`src/rtl/mem_port_arbiter_if.sv`:
```
// rtl/mem_port_arbiter_if.sv - requester port bundle for the memory port arbiter
interface mem_port_arbiter_if #(
  parameter int DATA_WIDTH = 32,
  parameter int ADD_WIDTH  = 12
);
  logic                  req;
  logic                  we;
  logic [ADD_WIDTH-1:0]  addr;
  logic [DATA_WIDTH-1:0] wdata;
  logic                  ack;
  logic [DATA_WIDTH-1:0] rdata;

  modport master (output req, output we, output addr, output wdata, input ack, input rdata);
  modport slave  (input req, input we, input addr, input wdata, output ack, output rdata);
endinterface

```
`src/rtl/mem_port_arbiter.sv`:
```
// rtl/mem_port_arbiter.sv - round-robin two-port arbiter for the shared instruction/data memory
module mem_port_arbiter #(
  parameter int DATA_WIDTH = 32,
  parameter int ADD_WIDTH  = 12,
  parameter int MEM_LAT    = 1
) (
  input  logic                  clock,
  input  logic                  reset_n,
  mem_port_arbiter_if.slave     p0,
  mem_port_arbiter_if.slave     p1,
  output logic                  busy,
  output logic                  m_ren,
  output logic [ADD_WIDTH-1:0]  m_rd_address,
  output logic                  m_wen,
  output logic [ADD_WIDTH-1:0]  m_wr_address,
  output logic [DATA_WIDTH-1:0] m_data_out,
  input  logic [DATA_WIDTH-1:0] m_data_in
);

  localparam int CNT_W = $clog2(MEM_LAT) + 1;

  generate
    if (MEM_LAT < 1) begin : g_bad_mem_lat
      $error("mem_port_arbiter: MEM_LAT must be at least 1");
    end
  endgenerate

  typedef enum logic [1:0] {IDLE, ISSUE, WAIT, RESP} state_t;

  state_t                state;
  logic                  rr;      // port favoured on the next contended grant
  logic                  id;      // port owning the transaction in flight
  logic                  we_r;
  logic [CNT_W-1:0]      cnt;

  logic                  pick1;
  logic                  win_we;
  logic [ADD_WIDTH-1:0]  win_addr;
  logic [DATA_WIDTH-1:0] win_wdata;

  // Grant selection: a lone requester wins, on contention the rr pointer decides.
  always_comb begin
    pick1     = p1.req && (!p0.req || rr);
    win_we    = pick1 ? p1.we    : p0.we;
    win_addr  = pick1 ? p1.addr  : p0.addr;
    win_wdata = pick1 ? p1.wdata : p0.wdata;
  end

  // Transaction sequencer; strobes, acks and rdata are registered pulses and the
  // memory address/data outputs double as the latched request fields.
  always_ff @(posedge clock or negedge reset_n) begin
    if (!reset_n) begin
      state        <= IDLE;
      rr           <= 1'b0;
      id           <= 1'b0;
      we_r         <= 1'b0;
      cnt          <= '0;
      busy         <= 1'b0;
      m_ren        <= 1'b0;
      m_wen        <= 1'b0;
      m_rd_address <= '0;
      m_wr_address <= '0;
      m_data_out   <= '0;
      p0.ack       <= 1'b0;
      p1.ack       <= 1'b0;
      p0.rdata     <= '0;
      p1.rdata     <= '0;
    end else begin
      m_ren    <= 1'b0;
      m_wen    <= 1'b0;
      p0.ack   <= 1'b0;
      p1.ack   <= 1'b0;
      p0.rdata <= '0;
      p1.rdata <= '0;
      case (state)
        IDLE: begin
          if (p0.req || p1.req) begin
            id    <= pick1;
            we_r  <= win_we;
            busy  <= 1'b1;
            state <= ISSUE;
            if (win_we) begin
              m_wen        <= 1'b1;
              m_wr_address <= win_addr;
              m_data_out   <= win_wdata;
            end else begin
              m_ren        <= 1'b1;
              m_rd_address <= win_addr;
            end
          end
        end
        ISSUE: begin
          if (we_r) begin
            state <= RESP;
            if (id) p1.ack <= 1'b1;
            else    p0.ack <= 1'b1;
          end else begin
            state <= WAIT;
            cnt   <= CNT_W'(MEM_LAT - 1);
          end
        end
        WAIT: begin
          if (cnt == '0) begin
            state <= RESP;
            if (id) begin
              p1.ack   <= 1'b1;
              p1.rdata <= m_data_in;
            end else begin
              p0.ack   <= 1'b1;
              p0.rdata <= m_data_in;
            end
          end else begin
            cnt <= cnt - 1'b1;
          end
        end
        RESP: begin
          rr    <= ~id;
          busy  <= 1'b0;
          state <= IDLE;
        end
        default: state <= IDLE;
      endcase
    end
  end

endmodule

```
`src/flat_wrapper.sv`:
```
// flat-port wrapper written by rule: the top's interface ports become plain ports
module mem_port_arbiter_flat 
#(
  parameter int DATA_WIDTH = 32,
  parameter int ADD_WIDTH  = 12,
  parameter int MEM_LAT    = 1
)
  (clock, reset_n, busy, m_ren, m_rd_address, m_wen, m_wr_address, m_data_out, m_data_in, p0_req, p0_we, p0_addr, p0_wdata, p0_ack, p0_rdata, p1_req, p1_we, p1_addr, p1_wdata, p1_ack, p1_rdata);
  mem_port_arbiter_if #(.DATA_WIDTH(DATA_WIDTH), .ADD_WIDTH(ADD_WIDTH)) p0_i ();
  mem_port_arbiter_if #(.DATA_WIDTH(DATA_WIDTH), .ADD_WIDTH(ADD_WIDTH)) p1_i ();
  input  logic clock;
  input  logic reset_n;
  output logic busy;
  output logic m_ren;
  output logic [ADD_WIDTH-1:0] m_rd_address;
  output logic m_wen;
  output logic [ADD_WIDTH-1:0] m_wr_address;
  output logic [DATA_WIDTH-1:0] m_data_out;
  input  logic [DATA_WIDTH-1:0] m_data_in;
  input wire logic [$bits(p0_i.req)-1:0] p0_req;
  input wire logic [$bits(p0_i.we)-1:0] p0_we;
  input wire logic [$bits(p0_i.addr)-1:0] p0_addr;
  input wire logic [$bits(p0_i.wdata)-1:0] p0_wdata;
  output wire logic [$bits(p0_i.ack)-1:0] p0_ack;
  output wire logic [$bits(p0_i.rdata)-1:0] p0_rdata;
  input wire logic [$bits(p1_i.req)-1:0] p1_req;
  input wire logic [$bits(p1_i.we)-1:0] p1_we;
  input wire logic [$bits(p1_i.addr)-1:0] p1_addr;
  input wire logic [$bits(p1_i.wdata)-1:0] p1_wdata;
  output wire logic [$bits(p1_i.ack)-1:0] p1_ack;
  output wire logic [$bits(p1_i.rdata)-1:0] p1_rdata;
  assign p0_i.req = p0_req;
  assign p0_i.we = p0_we;
  assign p0_i.addr = p0_addr;
  assign p0_i.wdata = p0_wdata;
  assign p0_ack = p0_i.ack;
  assign p0_rdata = p0_i.rdata;
  assign p1_i.req = p1_req;
  assign p1_i.we = p1_we;
  assign p1_i.addr = p1_addr;
  assign p1_i.wdata = p1_wdata;
  assign p1_ack = p1_i.ack;
  assign p1_rdata = p1_i.rdata;
  mem_port_arbiter #(.DATA_WIDTH(DATA_WIDTH), .ADD_WIDTH(ADD_WIDTH), .MEM_LAT(MEM_LAT)) u_core (.clock(clock), .reset_n(reset_n), .p0(p0_i), .p1(p1_i), .busy(busy), .m_ren(m_ren), .m_rd_address(m_rd_address), .m_wen(m_wen), .m_wr_address(m_wr_address), .m_data_out(m_data_out), .m_data_in(m_data_in));
endmodule
```
`config.mk`:
```
export PLATFORM = sky130hd
export DESIGN_NAME = mem_port_arbiter_flat
export DESIGN_NICKNAME = d
export VERILOG_FILES = /design/src/rtl/mem_port_arbiter_if.sv /design/src/rtl/mem_port_arbiter.sv /design/src/flat_wrapper.sv
export SDC_FILE = /design/constraint.sdc
export NUM_CORES = 1
export LEC_CHECK = 0
export CORE_UTILIZATION = 44
export CTS_CLUSTER_DIAMETER = 30
export DETAILED_ROUTE_END_ITERATION = 7
export GPL_ROUTABILITY_DRIVEN = 0
export PLACE_DENSITY = 0.87
export SLEW_MARGIN = 40
export SYNTH_ARGS = -nofsm -noshare
export SYNTH_HDL_FRONTEND = slang
export SYNTH_SLANG_ARGS = --single-unit
```
`constraint.sdc`:
```
create_clock -name clock -period 3.9 [get_ports clock]
set_input_delay 0.975 -clock clock [delete_from_list [all_inputs] [get_ports clock]]
set_output_delay 0.975 -clock clock [all_outputs]
set_load 0.02 [all_outputs]
```
==> results of run 1 <==
## cell type report
type / count / area share [%]
clock buffer: 20 / 5.41
clock inverter: 11 / 1.81
inverter: 7 / 0.312
multi-input combinational: 195 / 21.2
sequential: 130 / 38.6
tap: 143 / 2.12
timing repair buffer: 257 / 30.6
## layout by cell type, fill, tap and decap left out, types with 3 or more instances in the layout
cell             instances
and2_1                  33
and3_1                  32
buf_4                    5
bufinv_16                3
clkbuf_16               17
clkdlybuf4s50_1        249
clkinvlp_4               3
dfrtp_1                129
ha_1                     4
inv_1                    5
mux2_2                  92
mux2_4                   8
nand2_1                  5
nor2_1                   6
o21ai_0                  5
## synth_stat cells
cell type  number  area, µm²
dfrtp_1       130       3250
mux2_2         92       1040
and2_1         33        206
and3_1         32        200
clkbuf_1        9       33.8
mux2_4          8        120
nor2_1          6       22.5
buf_4           5       37.5
buf_6           5       56.3
inv_1           5       18.8
nand2_1         5       18.8
o21ai_0         5       25.0
ha_1            4       50.1
inv_2           2       7.51
mux2_1          2       22.5
buf_8           1       15.0
nor2b_1         1       6.26
nor3_1          1       5.00
o21a_1          1       7.51
o21ai_2         1       8.76
o22a_1          1       8.76
o31ai_1         1       7.51
o32a_4          1       22.5
or2b_1          1       7.51
## worst max-delay path by stage
stage	end	slack, ps	cells after the start
detailed placement	u_core.m_wr_address[3]	890	6
floorplan	u_core.m_rd_address[10]	1740	6
global placement	u_core.m_wr_address[3]	930	6
global route	u_core.m_rd_address[8]	1240	6
finish	u_core.m_rd_address[8]	1320	6
CTS	u_core.m_wr_address[3]	1310	6
## registers in the layout, summed over array words and instances (netlist names)
name                 count
u_core.state             2
u_core.p0.ack            1
u_core.p1.ack            1
u_core.m_wen             1
u_core.p0.rdata         32
u_core.rr                1
u_core.we_r              1
u_core.p1.rdata         32
u_core.m_wr_address     12
u_core.m_rd_address     12
u_core.m_ren             1
u_core.id                1
u_core.busy              1
u_core.m_data_out       32
## kinds of logic after synthesis
family                     Yosys count
DFF                                130
muxes                              102
and+or+nand+nor                     79
buffers and inverters               27
AOI/OAI and AO/OA                   10
adders and majority gates            4
## stage by stage
stage	setup slack, ps	instances	area (µm²)	utilization (%)
floorplan	1740	352	5200	-
global placement	928	732	7820	68.2
detailed placement	892	732	7820	68.2
CTS	1310	763	8430	73.5
global route	1240	763	8430	73.6
finish	1320	763	8430	73.6
## power groups by stage
stage	combinational (mW)	sequential [mW]	clock, mW
floorplan	0.850	2.64	0
global placement	2.61	2.10	0
detailed placement	2.68	2.13	0
CTS	2.69	2.12	1.65
global route	2.81	2.17	1.72
finish	2.66	2.11	1.62
## routing by layer
layer  global-route usage, %  wire [µm]  vias up
li1                        -          -     1722
met1                    24.9       5090     1877
met2                    43.4       7440      157
met3                    8.31        947       25
met4                    8.36        284        0
met5                       0          0        -
==> results_dict.tcl, run 1 <==
set metrics [dict create \
    hold_viol 0 \
    crit_chain "clkdlybuf4s50_1, inv_2, o21ai_4, buf_12, mux2_2, mux2_4" \
    slew_viol_final 0 \
    yosysSeqAreaShare_pct 62.6 \
    min_path_cells 1 \
    die_x_um 111 \
    drt_iter0_drc 200 \
    netlist_instances 352 \
    ff_latch_area_um2 3250 \
    yosys_warnings 0 \
    antenna_found_initial 0 \
    place_hpwl_mm 9.95 \
    clk_latency_ps 410 \
    startpoint_type "input pin" \
    period_minus_slack_ps 2580 \
    wl_per_cell_um 18.0 \
    cts.sink_count 130 \
    worstHoldStart "u_core.m_wr_address[3]" \
    path_buf_inv 3 \
    diodes 0 \
    ctsResizeCount 0 \
    p_sw_share_pct 32.9 \
    synth_top_family_by_area "multiplexers" \
    r2r_slack_ps 2020 \
    syn_nets 482 \
    irDropWorstVdd_v 0.000434 \
    path_class "in -> reg" \
    vias 3781 \
    multi_input_area_um2 1780 \
    hp-class "reg -> reg" \
    p_sw_mw 2.10 \
    p_total_mw 6.39 \
    routed_wl_mm 13.8 \
    synth.area.mux_share_pct 22.7 \
    holdPathEnd "u_core.m_wr_address[3]" \
    r2r-start "u_core.state[0]" \
    synthAdderAreaFrac_pct 0.963 \
    via_per_inst 4.96 \
    relSlewSlack_pct 61.7 \
    portBuffers 250 \
    worstPathArrival_ps 2860 \
    cts_root_buffer "clkbuf_16" \
    synth-simple-area-share_pct 8.98 \
    syn_to_final_growth_pct 62.3 \
    fin_skew_ps 9.88 \
    reg2reg_depth 5 \
    grt_start_max_net_pins 65 \
    final_antenna_net_count 0 \
    max_stage_delay_ps 530 \
    die_area_um2 12300 \
    pwr-share-clk_pct 25.4 \
    synth-xor-area-share_pct 0 \
    end_kind "flip-flop" \
    crit_path_start "p0_req" \
    tightest_slew_ps 574 \
    ios 251 \
    rsz0062_at_grt "no" \
    status "completed" \
    avgSynthCellArea_um2 14.8 \
    numCtsBuffers 17 \
    netlist_area_um2 5200 \
    drc 0 \
    maxCapViolCount 0 \
    initial_utilization_pct 45.3 \
    cts_tree "yes" \
    p_leak_nw 3.81 \
    combPwrFrac_pct 41.5 \
    seqPwrFrac_pct 33.1 \
    grt_pass1_wl_mm 22.3 \
    worstPathMaxFanout 39 \
    timing.hold.ws_ps 494 \
    synth_seq_cells 130 \
    cts_max_level 4 \
    finalSetupTns_ps 0 \
    max_freq_mhz 388 \
    first_global_vias 4203 \
    firstDrtPassIters 4 \
    clockBufferDepth 2 \
    power_density_nw_per_um2 758 \
    fillers 773 \
    grt_use_total_pct 23.7 \
    synth_compound_area_share_pct 1.54 \
    setup_viol 0 \
    cp_slowest_cell "clkdlybuf4s50_1" \
    std_cell_rows 39 \
    required_ps 4180 \
    cts_hold_buf 0 \
    die_height_um 111 \
    coreArea_um2 11500 \
    layout-drive-gt1-share_pct 23.2 \
    overflow 0 \
    path_clk_slew_ps 60 \
    yosysUniqueCellTypes 24 \
    critPathTopFamily "buffers and inverters" \
    cts_setup_buffers 0 \
    fin_crit_sh_pct 66.1 \
    fin_nets 738 \
    power.internal_mw 4.29 \
    reg2reg_to "u_core.m_rd_address[4]" \
]
No activity file was read; power rests on OpenSTA's default activity.
==> run 2, diff against run 1 <==
- CORE_UTILIZATION: 44 -> 41
- PLACE_DENSITY: 0.87 -> 0.82
- clock period: 3.9 -> 2.65 ns (I/O delays scaled with it)
==> results_dict.tcl, run 2 (synthesized netlist as in run 1, its figures left out) <==
set metrics [dict create \
    status "completed" \
    worstPathArrival_ps 2410 \
    power_density_nw_per_um2 1110 \
    irDropWorstVdd_v 0.000515 \
    final_util_pct 70.2 \
    mostFrequentLayoutCell "clkdlybuf4s50_1" \
    numCtsBuffers 17 \
    std_cell_rows 40 \
    first_global_vias 4116 \
    diodes 0 \
    ios 251 \
    path_buf_inv 3 \
    ff_latch_area_um2 3250 \
    postPlaceCellArea_um2 7920 \
    drc 0 \
    routed_wl_mm 13.7 \
    grt_pass1_wl_mm 21.1 \
    reg.largest.list "u_core.m_data_out: 32 flops, u_core.p0.rdata: 32 flops, u_core.p1.rdata: 32 flops" \
    layout_common_cells "249 x clkdlybuf4s50_1, 130 x dfrtp_1, 92 x mux2_2" \
    antenna_found_initial 0 \
    timing.hold.ws_ps 198 \
    vias 3805 \
    final_antenna_net_count 0 \
    critPathTopFamily "buffers and inverters" \
    maxCapViolCount 0 \
    cts_root_buffer "clkbuf_16" \
    clockBufferDepth 2 \
    max_freq_mhz 471 \
    relSlewSlack_pct 69.2 \
    die_x_um 115 \
    finalSetupTns_ps 0 \
    wl_per_cell_um 17.4 \
    drt_iter0_drc 113 \
    grt_use_total_pct 21.6 \
    clk_latency_ps 400 \
    period_minus_slack_ps 2120 \
    portBuffers 250 \
    cts_max_level 4 \
    fin_crit_sh_pct 80.2 \
    rsz0062_at_grt "no" \
    max_stage_delay_ps 540 \
    multi_input_area_um2 1780 \
    overflow 0 \
    layout-drive-gt1-share_pct 23.6 \
    firstDrtPassIters 4 \
    p_sw_mw 3.10 \
    setup_viol 0 \
    startpoint_type "input pin" \
    syn_to_final_growth_pct 64.3 \
    die_area_um2 13100 \
    cts.sink_count 130 \
    fillers 877 \
    die_height_um 115 \
    worstPathMaxFanout 24 \
    initial_utilization_pct 42.7 \
    combPwrFrac_pct 42.6 \
    end_kind "flip-flop" \
    power.internal_mw 6.38 \
    seqPwrFrac_pct 31.9 \
    cts_tree "yes" \
    hold_viol 0 \
    fin_nets 741 \
    tightest_slew_ps 462 \
    path_class "in -> reg" \
    worst_slack_ps 525 \
    p_leak_nw 3.86 \
    crit_chain "clkdlybuf4s50_1, inv_2, o21ai_4, buf_12, mux2_2, mux2_1" \
    post-place-ws_ps 101 \
    fin_skew_ps 7.06 \
    grt_start_max_net_pins 58 \
    slew_viol_final 0 \
    place_hpwl_mm 10.0 \
    hp-class "in -> async" \
    ctsResizeCount 0 \
    coreArea_um2 12200 \
    p_sw_share_pct 32.7 \
    cp_slowest_cell "clkdlybuf4s50_1" \
    pwr-share-clk_pct 25.5 \
    via_per_inst 4.81 \
    cts_setup_buffers 0 \
    cts_hold_buf 0 \
    stdcell_area_um2 8540 \
    path_clk_slew_ps 60 \
    required_ps 2930 \
]
[run 2: cell types whose count changed in the layout (fill, tap and decap cells not counted), sizes merged]
cell / previous run / this run
clkinvlp: 3 / 1
clkinv: 3 / 5
buf: 8 / 11
[run 2: metal layers]
metal | part of all wire (%) | global-route usage, % | up-vias | routed length, µm
li1 | - | - | 1722 | -
met1 | 37 | 22.4 | 1895 | 5020
met4 | 2.2 | 8.48 | 0 | 309
met2 | 53 | 39.0 | 161 | 7280
met3 | 8.3 | 8.42 | 27 | 1140
met5 | 0 | 0 | - | 0
[run 2: path summary, 6_finish.rpt]
check,from,to,slack [ps],depth (start not counted)
worst max-delay path,p0_req,u_core.m_wr_address[3],530,6
worst min-delay path,reset_n,u_core.p1.rdata[10],200,1
worst max register to register,u_core.state[1],u_core.m_rd_address[8],820,5
worst min register to register,u_core.m_wr_address[3],u_core.m_wr_address[3],500,1
max in group asynchronous,reset_n,u_core.p0.rdata[28],1800,2
min in group clock,u_core.m_wr_address[3],u_core.m_wr_address[3],500,1
[run 2: power groups by stage]
| stage | logic [mW] | clock network [mW] | registers (mW) |
|---|---|---|---|
| global route | 4.28 | 2.56 | 3.11 |
| detailed placement | 4.08 | 0 | 3.06 |
| floorplan | 1.25 | 0 | 3.88 |
| CTS | 4.09 | 2.46 | 3.03 |
| finish | 4.04 | 2.42 | 3.02 |
| global placement | 3.98 | 0 | 3.03 |
[run 2: layout make-up]
class	count	share of cell area [%]
sequential	130	38.1
timing repair buffer	260	31.0
multi-input combinational	195	20.9
clock buffer	20	5.46
tap	168	2.46
clock inverter	11	1.77
inverter	7	0.308
[run 2: per-stage QoR]
stage	std cells	power (mW)
global route	791	9.95
floorplan	352	5.14
detailed placement	760	7.14
global placement	760	7.01
CTS	791	9.58
finish	791	9.48
==> run 3, diff against run 2 <==
- CORE_UTILIZATION: 41 -> 37
- PLACE_DENSITY: 0.82 -> 0.78
- clock period: 2.65 -> 1.72 ns (I/O delays scaled with it)
==> results_dict.tcl, run 3 (synthesized netlist as in run 1, its figures left out) <==
set metrics [dict create \
    path_class "reg -> reg" \
    clk_latency_ps 410 \
    met2_usage_pct 35.5 \
    first_global_vias 4238 \
    final_util_pct 63.5 \
    maxCapViolCount 0 \
    cts_root_buffer "clkbuf_16" \
    firstDrtPassIters 4 \
    overflow 0 \
    finalSetupTns_ps 0 \
    place_hpwl_mm 9.93 \
    mostFrequentLayoutCell "dfrtp_1" \
    drc 0 \
    irDropWorstVdd_v 0.000760 \
    hp-class "in -> async" \
    wl_per_cell_um 16.8 \
    ios 251 \
    slew_viol_final 0 \
    worstPathMaxFanout 7 \
    tightest_slew_ps 580 \
    timing.hold.ws_ps 27.9 \
    syn_to_final_growth_pct 64.3 \
    std_cell_rows 42 \
    fin_nets 756 \
    antenna_found_initial 1 \
    period_minus_slack_ps 1660 \
    hold_viol 0 \
    vias 3850 \
    fin_crit_sh_pct 96.5 \
    relSlewSlack_pct 61.3 \
    path_clk_slew_ps 50 \
    routed_wl_mm 13.7 \
    max_freq_mhz 602 \
    final_antenna_net_count 0 \
    die_area_um2 14500 \
    p_leak_nw 4.32 \
    coreArea_um2 13500 \
    cts_tree "yes" \
    setup_viol 0 \
    layout_common_cells "130 x dfrtp_1, 127 x dlygate4sd2_1, 122 x clkdlybuf4s50_1" \
    status "completed" \
    drt_iter0_drc 93 \
    layout-drive-gt1-share_pct 25.2 \
    end_kind "flip-flop" \
    grt_util_met1_pct 19.9 \
    grt_use_total_pct 19.8 \
    portBuffers 250 \
    cts.sink_count 130 \
    die_x_um 121 \
    grt_most_used_layer "met2" \
    initial_utilization_pct 38.6 \
    via_per_inst 4.72 \
    grt_pass1_wl_mm 21.4 \
    grt_use_met3_pct 8.11 \
    cts_max_level 4 \
    clockBufferDepth 2 \
    worstPathArrival_ps 1950 \
    reg.largest.list "u_core.m_data_out: 32 flops, u_core.p0.rdata: 32 flops, u_core.p1.rdata: 32 flops" \
    power_density_nw_per_um2 1650 \
    startpoint_type "flip-flop" \
    grt_start_max_net_pins 83 \
    numCtsBuffers 17 \
    required_ps 2010 \
    fin_skew_ps 5.00 \
    die_height_um 121 \
]
## run 3: cell types whose count changed in the layout (fill, tap and decap cells not counted), sizes merged, moves of 2 or more
cell / previous run / this run
buf: 11 / 24
clkdlybuf4s50: 249 / 122
clkbuf: 20 / 22
dlygate4sd2: 0 / 127
inv: 9 / 7
## run 3: critical path, cell delays in order (launching register included)
cell and delay [ps]:
dfrtp_1 390, inv_2 90, ha_4 160, or2b_1 270
o32a_4 300, mux2_4 330
## run 3: final timing paths
path | startpoint | to | slack, ps | cells after the start
setup reg to reg | u_core.state[0] | u_core.m_rd_address[9] | 60 | 5
min in group clock | u_core.m_wr_address[3] | u_core.m_wr_address[3] | 480 | 1
hold / removal | reset_n | u_core.p0.rdata[13] | 30 | 2
setup / recovery | u_core.state[0] | u_core.m_rd_address[9] | 60 | 5
max in group asynchronous | reset_n | u_core.m_wen | 1190 | 2
hold reg to reg | u_core.m_wr_address[3] | u_core.m_wr_address[3] | 480 | 1
## run 3: power by group
group          internal [mW]  switching [mW]  leakage, nW
registers               4.16           0.453         1.66
clock network           2.42            1.24        0.288
logic                   2.75            3.05         2.37
## run 3: metal layers
| layer | vias up | part of all wire [%] |
|---|---|---|
| li1 | 1761 | - |
| met1 | 1893 | 36 |
| met2 | 169 | 53 |
| met3 | 27 | 9.4 |
| met4 | 0 | 2.4 |
| met5 | - | 0 |
## run 3: final cells by class
class	count	area, µm²
clock buffers	22	444
diodes	1	2.50
repair buffers	274	2630
multi-input cells	196	1810
fillers	1075	4910
flip-flops and latches	130	3250
clock inverters	10	159
well taps	176	220
inverters	7	26.3
## run 3: what timing repair did
item | 4_1_cts | 5_1_grt
gates cloned | 2 | 0
buffers inserted | 2 | 0
hold buffers | 0 | 0
pin swaps | 1 | 2
gates resized for setup | 127 | 5
setup endpoints to repair | 180 | 34
## run 3: through the flow
step                cells  setup slack [ps]  total power, mW  cell area [µm²]
floorplan             352              10.1             7.92             5200
global placement      779              -476             11.0             8010
detailed placement    779              -550             11.2             8010
CTS                   815              5.29             14.2             8520
global route          816             -10.7             14.8             8540
finish                816              60.1             14.1             8540
